==> config.mk <==
export PLATFORM = sky130hd
export DESIGN_NAME = bcd_time_setter_flat
export DESIGN_NICKNAME = d
export VERILOG_FILES = /design/src/rtl/bcd_time_setter_if.sv /design/src/rtl/bcd_time_setter.sv /design/src/flat_wrapper.sv
export SDC_FILE = /design/constraint.sdc
export NUM_CORES = 1
export LEC_CHECK = 0
export ABC_AREA = 1
export BUFFER_PORTS_ARGS = -buffer_cell sky130_fd_sc_hd__buf_2
export CAP_MARGIN = 20
export CORE_UTILIZATION = 25
export DETAILED_ROUTE_END_ITERATION = 12
export PLACE_DENSITY = 0.47
export SKIP_LAST_GASP = 1
export SYNTH_ARGS = -nofsm -noshare
export SYNTH_HDL_FRONTEND = slang
export SYNTH_SLANG_ARGS = --single-unit
==> constraint.sdc <==
create_clock -name clk -period 1.8 [get_ports clk]
set_input_delay 0.18 -clock clk [delete_from_list [all_inputs] [get_ports clk]]
set_output_delay 0.18 -clock clk [all_outputs]
set_load 0.005 [all_outputs]
==> src/rtl/bcd_time_setter_if.sv <==
`default_nettype none
// ============================================================================
// Module   : bcd_time_setter_if
// Purpose  : Time bus between the BCD time setter and the 12-hour clock core.
//            It carries the clock's current time into the setter, and the
//            edited time, commit strobe and edit status back out.
// Ports    : none (signal bundle only)
//            master : setter side (reads *_in, drives *_out/load/setting/field)
//            slave  : clock side (drives *_in, reads *_out/load/setting/field)
// Revision : 1.0 - initial release
// ============================================================================
interface bcd_time_setter_if;
  logic [7:0] hh_in;    // current hours, BCD 01..12
  logic [7:0] mm_in;    // current minutes, BCD 00..59
  logic       pm_in;    // current PM flag
  logic [7:0] hh_out;   // edited hours, BCD
  logic [7:0] mm_out;   // edited minutes, BCD
  logic       pm_out;   // edited PM flag
  logic       load;     // one-cycle commit strobe
  logic       setting;  // edit in progress, freezes the clock
  logic [1:0] field;    // 00 idle, 01 hours, 10 minutes, 11 commit

  modport master (
    input  hh_in, mm_in, pm_in,
    output hh_out, mm_out, pm_out, load, setting, field
  );

  modport slave (
    output hh_in, mm_in, pm_in,
    input  hh_out, mm_out, pm_out, load, setting, field
  );
endinterface
`default_nettype wire

==> src/rtl/bcd_time_setter.sv <==
`default_nettype none
// ============================================================================
// Module   : bcd_time_setter
// Purpose  : Write-side front end of the 12-hour BCD clock. Debounces the
//            mode and increment buttons, runs the hours/minutes edit state
//            machine and commits the edited time with a one-cycle load.
// Ports    : clk       - single clock, rising edge
//            reset     - asynchronous active-high reset
//            btn_mode  - raw mode button, high = pressed
//            btn_inc   - raw increment button, high = pressed
//            bus       - time bus (master side): *_in current time,
//                        *_out edited time, load, setting, field
// Revision : 1.0 - initial release
// ============================================================================
module bcd_time_setter #(
  parameter int unsigned DB_CYCLES = 3,
  parameter int unsigned TIMEOUT   = 64
) (
  input  wire                       clk,
  input  wire                       reset,
  input  wire                       btn_mode,
  input  wire                       btn_inc,
  bcd_time_setter_if.master         bus
);

  // --------------------------------------------------------------------------
  // Constants
  // --------------------------------------------------------------------------
  localparam int c_db_w = $clog2(DB_CYCLES + 1);
  localparam int c_to_w = $clog2(TIMEOUT);

  localparam logic [c_db_w-1:0] c_db_one  = c_db_w'(1);
  localparam logic [c_db_w-1:0] c_db_last = c_db_w'(DB_CYCLES - 1);
  localparam logic [c_to_w-1:0] c_to_one  = c_to_w'(1);
  localparam logic [c_to_w-1:0] c_to_last = c_to_w'(TIMEOUT - 1);

  // State codes equal the field codes so the state register drives field.
  localparam logic [1:0] c_st_idle   = 2'b00;
  localparam logic [1:0] c_st_hr     = 2'b01;
  localparam logic [1:0] c_st_min    = 2'b10;
  localparam logic [1:0] c_st_commit = 2'b11;

  localparam int c_btn_mode = 0;
  localparam int c_btn_inc  = 1;

  // --------------------------------------------------------------------------
  // Button conditioning: synchronizer, stability counter, rising-edge pulse
  // --------------------------------------------------------------------------
  wire  [1:0] w_btn_raw;
  logic [1:0] w_event;

  assign w_btn_raw = {btn_inc, btn_mode};

  generate
    for (genvar gi = 0; gi < 2; gi++) begin : g_btn
      logic              r_sync1;
      logic              r_sync2;
      logic              r_level;
      logic              r_level_q;
      logic              r_event;
      logic [c_db_w-1:0] r_db_cnt;

      always_ff @(posedge clk or posedge reset) begin
        if (reset) begin
          r_sync1   <= 1'b0;
          r_sync2   <= 1'b0;
          r_level   <= 1'b0;
          r_level_q <= 1'b0;
          r_event   <= 1'b0;
          r_db_cnt  <= '0;
        end else begin
          r_sync1   <= w_btn_raw[gi];
          r_sync2   <= r_sync1;
          r_level_q <= r_level;
          // Pulse only on the debounced rising edge; releases are silent.
          r_event   <= r_level & ~r_level_q;

          if (r_sync2 == r_level) begin
            r_db_cnt <= '0;
          end else if (r_db_cnt == c_db_last) begin
            // The count would reach DB_CYCLES on this sample: accept level.
            r_level  <= r_sync2;
            r_db_cnt <= '0;
          end else begin
            r_db_cnt <= r_db_cnt + c_db_one;
          end
        end
      end

      assign w_event[gi] = r_event;
    end
  endgenerate

  wire w_ev_mode = w_event[c_btn_mode];
  wire w_ev_inc  = w_event[c_btn_inc];

  // --------------------------------------------------------------------------
  // BCD helpers
  // --------------------------------------------------------------------------
  function automatic logic [7:0] f_sanitize_hh(input logic [7:0] hh);
    logic ok;
    ok = ((hh[7:4] == 4'd0) && (hh[3:0] >= 4'd1) && (hh[3:0] <= 4'd9)) ||
         ((hh[7:4] == 4'd1) && (hh[3:0] <= 4'd2));
    return ok ? hh : 8'h12;
  endfunction

  function automatic logic [7:0] f_sanitize_mm(input logic [7:0] mm);
    logic ok;
    ok = (mm[7:4] <= 4'd5) && (mm[3:0] <= 4'd9);
    return ok ? mm : 8'h00;
  endfunction

  // Hours are always valid here, so only 09 and 12 need special handling.
  function automatic logic [7:0] f_inc_hh(input logic [7:0] hh);
    logic [7:0] nxt;
    case (hh)
      8'h12:   nxt = 8'h01;
      8'h09:   nxt = 8'h10;
      default: nxt = hh + 8'd1;
    endcase
    return nxt;
  endfunction

  function automatic logic [7:0] f_inc_mm(input logic [7:0] mm);
    logic [7:0] nxt;
    if (mm[3:0] == 4'd9) begin
      nxt = (mm[7:4] == 4'd5) ? 8'h00 : {mm[7:4] + 4'd1, 4'd0};
    end else begin
      nxt = {mm[7:4], mm[3:0] + 4'd1};
    end
    return nxt;
  endfunction

  // --------------------------------------------------------------------------
  // Edit state machine
  // --------------------------------------------------------------------------
  logic [1:0]        r_state;
  logic [7:0]        r_hh;
  logic [7:0]        r_mm;
  logic              r_pm;
  logic              r_load;
  logic              r_setting;
  logic [c_to_w-1:0] r_tmo;

  logic [1:0]        w_state_nxt;
  logic [7:0]        w_hh_nxt;
  logic [7:0]        w_mm_nxt;
  logic              w_pm_nxt;
  logic [c_to_w-1:0] w_tmo_nxt;

  always_comb begin
    w_state_nxt = r_state;
    w_hh_nxt    = r_hh;
    w_mm_nxt    = r_mm;
    w_pm_nxt    = r_pm;
    w_tmo_nxt   = r_tmo;

    case (r_state)
      c_st_idle: begin
        w_tmo_nxt = '0;
        if (w_ev_mode) begin
          w_hh_nxt    = f_sanitize_hh(bus.hh_in);
          w_mm_nxt    = f_sanitize_mm(bus.mm_in);
          w_pm_nxt    = bus.pm_in;
          w_state_nxt = c_st_hr;
        end
      end

      c_st_hr: begin
        // Mode wins over a simultaneous inc.
        if (w_ev_mode) begin
          w_state_nxt = c_st_min;
          w_tmo_nxt   = '0;
        end else if (w_ev_inc) begin
          w_hh_nxt  = f_inc_hh(r_hh);
          // Only the 11 -> 12 step crosses noon/midnight.
          w_pm_nxt  = (r_hh == 8'h11) ? ~r_pm : r_pm;
          w_tmo_nxt = '0;
        end else if (r_tmo == c_to_last) begin
          w_state_nxt = c_st_idle;
          w_tmo_nxt   = '0;
        end else begin
          w_tmo_nxt = r_tmo + c_to_one;
        end
      end

      c_st_min: begin
        if (w_ev_mode) begin
          w_state_nxt = c_st_commit;
          w_tmo_nxt   = '0;
        end else if (w_ev_inc) begin
          w_mm_nxt  = f_inc_mm(r_mm);
          w_tmo_nxt = '0;
        end else if (r_tmo == c_to_last) begin
          w_state_nxt = c_st_idle;
          w_tmo_nxt   = '0;
        end else begin
          w_tmo_nxt = r_tmo + c_to_one;
        end
      end

      c_st_commit: begin
        // Single-cycle state; any event seen here is dropped.
        w_state_nxt = c_st_idle;
        w_tmo_nxt   = '0;
      end

      default: begin
        w_state_nxt = c_st_idle;
        w_tmo_nxt   = '0;
      end
    endcase
  end

  always_ff @(posedge clk or posedge reset) begin
    if (reset) begin
      r_state   <= c_st_idle;
      r_hh      <= 8'h12;
      r_mm      <= 8'h00;
      r_pm      <= 1'b0;
      r_load    <= 1'b0;
      r_setting <= 1'b0;
      r_tmo     <= '0;
    end else begin
      r_state   <= w_state_nxt;
      r_hh      <= w_hh_nxt;
      r_mm      <= w_mm_nxt;
      r_pm      <= w_pm_nxt;
      r_tmo     <= w_tmo_nxt;
      // Status outputs are decoded from the next state so they line up
      // with the state register rather than lagging it by a cycle.
      r_load    <= (w_state_nxt == c_st_commit);
      r_setting <= (w_state_nxt != c_st_idle);
    end
  end

  // --------------------------------------------------------------------------
  // Outputs (all registered)
  // --------------------------------------------------------------------------
  assign bus.hh_out  = r_hh;
  assign bus.mm_out  = r_mm;
  assign bus.pm_out  = r_pm;
  assign bus.load    = r_load;
  assign bus.setting = r_setting;
  assign bus.field   = r_state;

endmodule
`default_nettype wire

==> src/flat_wrapper.sv <==
// flat-port wrapper written by rule: the top's interface ports become plain ports
module bcd_time_setter_flat 
#(
  parameter int unsigned DB_CYCLES = 3,
  parameter int unsigned TIMEOUT   = 64
)
  (clk, reset, btn_mode, btn_inc, bus_hh_in, bus_mm_in, bus_pm_in, bus_hh_out, bus_mm_out, bus_pm_out, bus_load, bus_setting, bus_field);
  bcd_time_setter_if bus_i ();
  input  wire clk;
  input  wire reset;
  input  wire btn_mode;
  input  wire btn_inc;
  input wire logic [$bits(bus_i.hh_in)-1:0] bus_hh_in;
  input wire logic [$bits(bus_i.mm_in)-1:0] bus_mm_in;
  input wire logic [$bits(bus_i.pm_in)-1:0] bus_pm_in;
  output wire logic [$bits(bus_i.hh_out)-1:0] bus_hh_out;
  output wire logic [$bits(bus_i.mm_out)-1:0] bus_mm_out;
  output wire logic [$bits(bus_i.pm_out)-1:0] bus_pm_out;
  output wire logic [$bits(bus_i.load)-1:0] bus_load;
  output wire logic [$bits(bus_i.setting)-1:0] bus_setting;
  output wire logic [$bits(bus_i.field)-1:0] bus_field;
  assign bus_i.hh_in = bus_hh_in;
  assign bus_i.mm_in = bus_mm_in;
  assign bus_i.pm_in = bus_pm_in;
  assign bus_hh_out = bus_i.hh_out;
  assign bus_mm_out = bus_i.mm_out;
  assign bus_pm_out = bus_i.pm_out;
  assign bus_load = bus_i.load;
  assign bus_setting = bus_i.setting;
  assign bus_field = bus_i.field;
  bcd_time_setter #(.DB_CYCLES(DB_CYCLES), .TIMEOUT(TIMEOUT)) u_core (.clk(clk), .reset(reset), .btn_mode(btn_mode), .btn_inc(btn_inc), .bus(bus_i));
endmodule
==> out/metrics.cfg, run 1 <==
[run_status]
outcome=finished, violations left
violations=hold timing

[logic_synthesis]
synth_area_leaders=dfrtp_1 43%, nand2_1 13%, inv_1 5.8%
synth_top_area_cell=dfrtp_1
syn_avg_cell_area_sq_um=8.04
yosys_warnings=0
yosysMostFrequentCell=nand2_1
synth-seq-cells=41
synthFlopType=dfrtp_1
synthesis.nets=312
synthCells=282
synth_top_area_frac=0.431
ys_seq_area_frac=0.454
synth_edf_count=0
synthArstFlopShare=1.00
synth.distinct_cells=34
syn_area_sq_mm=0.00227
ys_top_cells_by_count=76 x nand2_1, 39 x dfrtp_1, 35 x inv_1, 24 x nor2_1, 18 x nand3_1

[critical_path]
cp-end-kind=flop
reg2regPathDepth=10
critical_path.startpoint_type=flop
cp_max_fo=10
critPathKind=flop to flop
cp.arrival_ns=1.85
crit_required_ns=1.99

[cts]
worstSkewPairLatency_ns=0.29
cts_made_buffers=5
tritoncts=built
cts-htree-levels=2
clk_path_buf_depth=2
clock-root-buffer=clkbuf_8
cts.reportedPaths.clkPinSlew_ns=0.08
cts_sinks=41

[floorplan]
die_w_um=97.2
core_sq_mm=0.00876
start_util=0.259
die_y_um=97.2
rows=34
ios=42
die_area_sq_mm=0.00945

[cells_and_area]
syn_to_final_growth_pct=21.2
design_area_sq_mm=0.00275
antenna_cells=0
fin_cells=441
drive_above_1_share=0.225
nets=362
utilization=0.313

[global_route]
grt_usage=0.110
grt_overflow_total=0
antenna_found_initial=0
grt_pass1_wl_um=8540
grt_max_degree=42
grt_pass1_vias=1903

[routing]
drt-total-wl_um=4790
num_vias=1887
drtPass1Iterations=4
ant_nets=0
drcViolationCount=0
wire_per_inst_um=10.9
vias_per_cell=4.28
drtIter0Drc=46

[place]
portBuffers=41
gp_congestion=0.794
placedCellCount=431
place_hpwl_um=3620
dpl_cell_area_sq_mm=0.00260
post-place-ws_ns=0.148

[timing]
rsz0062_at_grt=false
final_hold_viol_count=1
finalSetupViolCount=0
fin_crit_ns=1.67
maxSlewViolCount=0
timing.final.crit_share=0.925
max_freq_mhz=600
worst_slew_pin_slew_ns=0.528
skew_ns=0.00647
slew_headroom=0.648
finalWorstSetupSlack_ns=0.134
tns_ns=0
hold_ws_ns=-0.00130

[power_and_ir_drop]
power_density_mw_per_mm2=1580
peakVddDrop_v=0.000538
leakage_nw=1.41
power.total_mw=4.35

[job]
drv_cap=0

[hold_path]
hold_class=primary input to asynchronous set/reset pin

final cells by class:
type | instances | area [sq um]
fill | 953 | 6020
timing repair buffer | 45 | 240
tap | 108 | 135
multi-input combinational | 197 | 1070
sequential | 41 | 1030
clock buffer | 6 | 72.6
clock inverter | 2 | 38.8
inverter | 42 | 163
power breakdown:
group          leakage [nW]  internal, mW  switching (mW)
Combinational         0.833         0.780            1.24
Clock                0.0554         0.417           0.330
Sequential            0.517          1.26           0.316
Total                  1.41          2.46            1.89
final timing paths:
kind | startpoint | end | slack, ns
min reg2reg | u_core.g_btn[1].r_sync1 | u_core.g_btn[1].r_sync2 | 0.36
min in group clk | bus_mm_in[4] | u_core.bus.mm_out[4] | 0.14
max in group asynchronous | reset | u_core.bus.hh_out[1] | 1.42
min | reset | u_core.g_btn[1].r_sync2 | -0.001
max | u_core.bus.field[0] | u_core.bus.hh_out[2] | 0.13
max reg2reg | u_core.bus.field[0] | u_core.bus.hh_out[2] | 0.13
cells in the final DEF, fill, tap and decap left out, types with 8 or more instances in the layout:
master / netlist / final
nand2_1: 76 / 76
inv_1: 35 / 35
o21ai_0: 12 / 12
dfrtp_1: 39 / 39
buf_2: 0 / 41
nor2_1: 24 / 24
nand3_1: 18 / 18
ha_1: 9 / 8
state kept, by name, summed over array words and instances, names as in the netlist:
| name | flops |
|---|---|
| u_core.bus.hh_out | 8 |
| u_core.g_btn.r_sync2 | 2 |
| u_core.bus.mm_out | 8 |
| u_core.bus.load | 1 |
| u_core.g_btn.r_level_q | 2 |
| u_core.g_btn.r_sync1 | 2 |
| u_core.bus.pm_out | 1 |
| u_core.g_btn.r_level | 2 |
| u_core.bus.setting | 1 |
| u_core.g_btn.r_event | 2 |
| u_core.bus.field | 2 |
| u_core.r_tmo | 6 |
| u_core.g_btn.r_db_cnt | 4 |
metal layers:
metal | track usage | share of wire
met3 | 0.0374 | 0.058
met4 | 0.0299 | 0.0067
met1 | 0.143 | 0.49
met5 | 0 | 0
met2 | 0.174 | 0.44
critical path, cell delays in order (launching register included):
cell     delay (ns)
dfrtp_1        0.41
inv_1          0.15
ha_1           0.20
inv_2          0.07
nor2_2         0.14
inv_2          0.08
nand2_4        0.14
inv_4          0.08
or2_1          0.20
nand2_1        0.07
inv_1          0.03
logic make-up (layout without fill, tap and decap cells):
| group | count (synthesis) | count (layout) | share of synthesized area |
|---|---|---|---|
| and+or+nand+nor | 146 | 146 | 0.294 |
| AOI/OAI and AO/OA | 33 | 33 | 0.0872 |
| adders and majority gates | 9 | 9 | 0.0497 |
| xor gates and xnor gates | 9 | 9 | 0.0348 |
| buffers and inverters | 44 | 95 | 0.0801 |
| DFF | 41 | 41 | 0.454 |
repair_timing:
item | CTS | global route
hold buffers | 2 | 0
gates resized for setup | 0 | 2
endpoints found under the hold margin | 2 | 0
setup endpoints to repair | 0 | 6
buffers inserted | 0 | 0
No activity file was read; power rests on OpenSTA's default activity.
==> inputs of run 2 (changes only) <==
CORE_ASPECT_RATIO = 1.75   (was default)
==> out/metrics.cfg, run 2 (synthesis gave the netlist of run 1 again) <==
[timing]
worst_slew_pin_slew_ns=0.500  ; -0.0281 ns
final_hold_viol_count=0  ; -1
fin_crit_ns=1.60  ; -0.0627 ns
timing.final.crit_share=0.891  ; -0.0348
max_freq_mhz=624  ; +3.9%
skew_ns=0.00832  ; +0.00185 ns
maxSlewViolCount=0  ; unchanged
slew_headroom=0.667  ; +0.0187
finalSetupViolCount=0  ; unchanged

[cts]
clock-root-buffer=clkbuf_16
post_cts_buffers=0  ; unchanged
cts-htree-levels=2  ; unchanged
worstSkewPairLatency_ns=0.28  ; about the same
tritoncts=built
clk_path_buf_depth=2  ; unchanged
cts_made_buffers=5  ; unchanged
cts.reportedPaths.clkPinSlew_ns=0.06  ; -0.02 ns
cts_sinks=41  ; unchanged

[place]
portBuffers=41  ; unchanged
place_hpwl_um=3870  ; +6.7%
gp_congestion=0.794  ; about the same

[floorplan]
ios=42  ; unchanged
die_w_um=74.0  ; -24%
die_area_sq_mm=0.00946  ; +0.15%
rows=45  ; +32%
core_sq_mm=0.00873  ; -0.41%
die_y_um=128  ; +32%
start_util=0.260  ; +0.00108

[cells_and_area]
fill_cells=944  ; -0.94%
drive_above_1_share=0.231  ; +0.00531
nets=363  ; +0.28%
syn_to_final_growth_pct=24.5
mostFrequentLayoutCells=76 x nand2_1, 41 x buf_2, 39 x dfrtp_1
layout_commonest_cell=nand2_1
utilization=0.323  ; +0.00976
ff_latch_area_sq_mm=0.00103  ; unchanged
antenna_cells=0  ; unchanged
multiInputGateArea_sq_mm=0.00106  ; -0.47%

[run_status]
outcome=complete, no violations

[global_route]
grt_pass1_wl_um=8070  ; -5.5%
antenna_found_initial=0  ; unchanged
grt_usage=0.110  ; +0.000622
grt_max_degree=42  ; unchanged
grt_overflow_total=0  ; unchanged
grt_pass1_vias=1881  ; -1.2%

[critical_path]
cp-end-kind=flop
critPathKind=flop to flop
r2r_setup_slack_ns=0.20  ; +0.06 ns
cp.arrival_ns=1.81  ; -0.04 ns
critical_path.startpoint_type=flop
cp-startpoint=u_core.bus.field[0]
crit_path_cell_trace=inv_1, ha_2, inv_4, o21ai_2, nand3_2, nor2_4, nor2_1, a31oi_1
critPathCapture=u_core.bus.mm_out[6]
reg2regPathDepth=8  ; -2
r2r-start=u_core.bus.field[0]
crit_required_ns=2.00  ; about the same
critPathMaxStageDelay_ns=0.41  ; about the same
reg2reg_to=u_core.bus.mm_out[6]
cp_max_fo=8  ; -2
slowest_stage=dfrtp_1

[routing]
drtPass1Iterations=4  ; unchanged
top_layer=met4
num_vias=1914  ; +1.4%
drt-total-wl_um=4890  ; +2.0%
wire_per_inst_um=10.8  ; -0.22%
ant_nets=0  ; unchanged
drtIter0Drc=47  ; +2.2%
vias_per_cell=4.24  ; -0.82%
wl_met3_um=165  ; -40%
met2_length_um=2710  ; +28%
m1WireLength_um=1920  ; -19%
drcViolationCount=0  ; unchanged

[power_and_ir_drop]
leakage_nw=1.44  ; +2.1%
peakVddDrop_v=0.00109  ; +100%
power.total_mw=4.64  ; +6.8%
power_density_mw_per_mm2=1650  ; +4.0%

[hold_path]
hold_class=primary input to asynchronous set/reset pin

[job]
drv_cap=0  ; unchanged

-- run 2: cell count changes in the layout (fill, tap and decap cells not counted), sizes merged --
cell      before  now
clkbuf         6    5
buf           43   44
clkinvlp       0    1
-- run 2: per-layer routing --
metal  GRT usage  vias up
li1            -      998
met1       0.108      877
met2       0.214       32
met3      0.0189        7
met4      0.0509        0
met5           0        -
-- run 2: power by group --
part           total (mW)  internal [mW]  switching [mW]
combinational        2.05          0.779            1.27
clock                1.01          0.656           0.358
sequential           1.58           1.26           0.317
-- run 2: area by class of cell --
class	count	share of cell area
clock buffer	5	0.0444
multi-input combinational	197	0.377
tap	117	0.0519
inverter	42	0.0577
sequential	41	0.365
clock inverter	3	0.0164
timing repair buffer	46	0.0878
-- run 2: through the flow --
step	hold slack (ns)	cell area (sq um)	cells	setup WS, ns	TNS [ns]
6_report	0.00421	2820	451	0.197	0
5_1_grt	0.0608	2820	451	-0.000536	-0.000536
4_1_cts	0.00142	2800	450	0.0962	0
3_5_place_dp	0.290	2620	441	0.111	0
3_3_place_gp	0.290	2620	441	0.185	0
2_1_floorplan	0.211	2270	282	0.308	0
-- run 2: worst min-delay path by stage --
stage | endpoint | slack (ns) | cells after the start
floorplan | u_core.g_btn[0].r_sync1 | 0.21 | 0
global placement | u_core.g_btn[1].r_sync1 | 0.29 | 1
finish | u_core.bus.field[1] | 0.004 | 3
global route | u_core.bus.field[1] | 0.06 | 3
detailed placement | u_core.g_btn[0].r_sync1 | 0.29 | 1
CTS | u_core.g_btn[1].r_sync1 | 0.001 | 1
-- run 2: what timing repair did --
| action | in CTS | in global routing |
|---|---|---|
| setup endpoints to repair | 0 | 5 |
| hold buffers | 1 | 1 |
| hold endpoints to repair | 1 | 1 |
| gates resized for setup | 0 | 2 |
-- run 2: critical path: cells and delay by family (launching register included) --
family / cells / cell delay (ns)
DFF: 1 / 0.41
and+or+nand+nor: 3 / 0.39
adders and majority gates: 1 / 0.29
AOI/OAI and AO/OA: 2 / 0.26
buffers and inverters: 2 / 0.16
==> inputs of run 3 (changes only) <==
ABC_AREA = default   (was 1)
==> out/metrics.cfg, run 3 <==
[timing]
timing.final.crit_share=0.973  ; +0.0824
maxSlewViolCount=0  ; unchanged
rsz0062_at_grt=true
finalSetupViolCount=0  ; unchanged
max_freq_mhz=571  ; -8.5%
worst_slew_pin_slew_ns=0.527  ; +0.0271 ns
finalWorstSetupSlack_ns=0.0485  ; -0.148 ns
slew_headroom=0.649  ; -0.0181
hold_ws_ns=0.0164  ; +0.0122 ns
final_hold_viol_count=0  ; unchanged
fin_crit_ns=1.75  ; +0.148 ns
skew_ns=0.00674  ; -0.00157 ns

[global_route]
grt_pass1_vias=2020  ; +7.4%
grt_usage=0.132  ; +0.0219
grt_max_degree=42  ; unchanged
antenna_found_initial=0  ; unchanged
grt_overflow_total=0  ; unchanged
grt_pass1_wl_um=9290  ; +15%

[power_and_ir_drop]
power_density_mw_per_mm2=1500  ; -9.0%
seqPwrFrac=0.346  ; +0.006
combinationalPowerShare=0.451  ; +0.010
clockPowerShare=0.202  ; -0.016
p_int_mw=2.75  ; +1.7%
p_sw_mw=1.62  ; -16%
leakage_nw=1.35  ; -6.0%
peakVddDrop_v=0.000646  ; -41%
sw_frac_of_total=0.372  ; -0.0471

[critical_path]
critPathKind=flop to flop
reg2regPathDepth=6  ; -2
r2r-start=u_core.bus.field[1]
crit_path_cell_trace=inv_1, ha_2, and4bb_2, o22ai_4, or4_1, nand3_1
cp-end-kind=flop
slowest_stage=or4_1
cp.arrival_ns=1.97  ; +0.16 ns
r2r_setup_slack_ns=0.05  ; -0.15 ns
reg2reg_to=u_core.bus.mm_out[7]
cp_max_fo=8  ; unchanged
critical_path.startpoint_type=flop
critPathMaxStageDelay_ns=0.41  ; about the same
crit_required_ns=2.02  ; +0.02 ns

[logic_synthesis]
synth_top_area_frac=0.444  ; +0.0132
synth_area_leaders=dfrtp_1 44%, ha_1 5.1%, o21ai_0 3.2%
syn_avg_cell_area_sq_um=9.81  ; +22%
syn_area_sq_mm=0.00220  ; -3.0%
synthArstFlopShare=1.00  ; unchanged
synthFlopType=dfrtp_1
synthCells=224  ; -21%
synth_edf_count=0  ; unchanged
ys_seq_area_frac=0.468  ; +0.0140
yosysMostFrequentCell=dfrtp_1
synth_top_area_cell=dfrtp_1
synth-seq-cells=41  ; unchanged
ys_top_cells_by_count=39 x dfrtp_1, 17 x nand2_1, 14 x inv_1, 14 x nor2_1, 14 x o21ai_0
synth.distinct_cells=53  ; +56%
yosys_warnings=0  ; unchanged
synthesis.nets=254  ; -19%

[place]
place_hpwl_um=4130  ; +6.8%
dpl_cell_area_sq_mm=0.00271  ; +3.2%
post-place-ws_ns=-0.0535  ; -0.164 ns
gp_congestion=0.765  ; -3.6%
portBuffers=41  ; unchanged

[cts]
clk_path_buf_depth=2  ; unchanged
post_cts_buffers=0  ; unchanged
worstSkewPairLatency_ns=0.29  ; about the same
cts.reportedPaths.clkPinSlew_ns=0.06  ; about the same
tritoncts=built
cts-htree-levels=2  ; unchanged
cts_sinks=41  ; unchanged
clock-root-buffer=clkbuf_16
cts_made_buffers=5  ; unchanged

[routing]
wire_per_inst_um=13.2  ; +22%
vias_per_cell=4.72  ; +11%
drtIter0Drc=50  ; +6.4%
drcViolationCount=0  ; unchanged
ant_nets=0  ; unchanged
drt-total-wl_um=5420  ; +11%
num_vias=1931  ; +0.89%
drtPass1Iterations=4  ; unchanged

[floorplan]
rows=44  ; -2.2%
core_sq_mm=0.00842  ; -3.5%
die_area_sq_mm=0.00919  ; -2.9%
die_w_um=72.9  ; -1.5%
start_util=0.261  ; +0.00135
ios=42  ; unchanged
die_y_um=126  ; -1.5%

[job]
drv_cap=0  ; unchanged

[cells_and_area]
fill_cells=874  ; -7.4%
syn_to_final_growth_pct=32.7
drive_above_1_share=0.320  ; +0.0892
nets=323  ; -11%
design_area_sq_mm=0.00292  ; +3.5%
layout_commonest_cell=buf_2
multiInputGateArea_sq_mm=0.00113  ; +6.1%
mostFrequentLayoutCells=41 x buf_2, 39 x dfrtp_1, 26 x buf_4
ff_latch_area_sq_mm=0.00103  ; unchanged
antenna_cells=0  ; unchanged

[run_status]
outcome=complete, no violations

[hold_path]
hold_class=primary input to asynchronous set/reset pin

-- run 3: cell types whose count changed in the layout (fill, tap and decap cells not counted), sizes merged, moves of 4 or more --
cell   before  now
nor2       31   15
nand3      19   12
xor2        6    2
nand2      79   17
nor2b       0    5
and3        0    6
buf        44   67
inv        42   14
-- run 3: stage by stage --
step,cells,utilization,TNS (ns),power [mW]
global placement,399,0.321,-0.0703,3.42
CTS,409,0.342,-0.0511,4.38
floorplan,224,-,0,2.60
detailed placement,399,0.321,-0.186,3.44
global route,409,0.346,-0.185,4.74
finish,409,0.346,0,4.37
-- run 3: cells by family after synthesis --
logic type	synth area share
fa+ha+maj	0.0512
mux	0.0154
simple gates	0.242
compound gates	0.159
buf+inv	0.0410
xor+xnor	0.0239
flops	0.468
-- run 3: layout make-up --
type / instances / area share
Multi-Input combinational cell: 162 / 0.387
Sequential cell: 41 / 0.352
Timing Repair Buffer: 69 / 0.144
Tap cell: 115 / 0.0493
Clock buffer: 6 / 0.0442
Inverter: 14 / 0.0180
Clock inverter: 2 / 0.00515
-- run 3: routing by layer --
layer	part of all wire	vias to the layer above	GRT usage
met5	0	-	0
met4	0.023	0	0.0565
met3	0.033	8	0.0288
met2	0.55	38	0.241
met1	0.40	933	0.142
li1	-	952	-
-- run 3: power groups by stage --
stage / Sequential (mW) / Combinational [mW] / Clock [mW]
floorplan: 1.53 / 1.07 / 0
global placement: 1.53 / 1.89 / 0
detailed placement: 1.52 / 1.91 / 0
CTS: 1.51 / 1.94 / 0.926
global route: 1.57 / 2.21 / 0.960
finish: 1.51 / 1.97 / 0.885
-- run 3: how the worst max path moves through the flow --
stage | start | end | slack, ns | cells past startpoint
floorplan | u_core.bus.field[0] | u_core.bus.mm_out[7] | 0.07 | 6
global placement | u_core.bus.field[0] | u_core.bus.mm_out[3] | -0.04 | 7
detailed placement | u_core.bus.field[0] | u_core.bus.mm_out[3] | -0.05 | 7
CTS | u_core.bus.field[1] | u_core.bus.hh_out[7] | -0.04 | 7
global route | u_core.bus.field[1] | u_core.bus.mm_out[7] | -0.07 | 6
finish | u_core.bus.field[1] | u_core.bus.mm_out[7] | 0.05 | 6
-- run 3: worst max-delay path, delay by kind of cell (launching register included) --
| family | cells | cell delay (ns) |
|---|---|---|
| adders and majority gates | 1 | 0.23 |
| and+or+nand+nor | 3 | 0.90 |
| AOI/OAI and AO/OA | 1 | 0.11 |
| buffers and inverters | 1 | 0.07 |
| DFF | 1 | 0.37 |
-- run 3: timing repair --
action	in CTS	in global routing
endpoints found under the setup margin	7	20
gates resized for setup	3	8
pin swaps	0	1
endpoints found under the hold margin	2	0
hold buffers	2	0
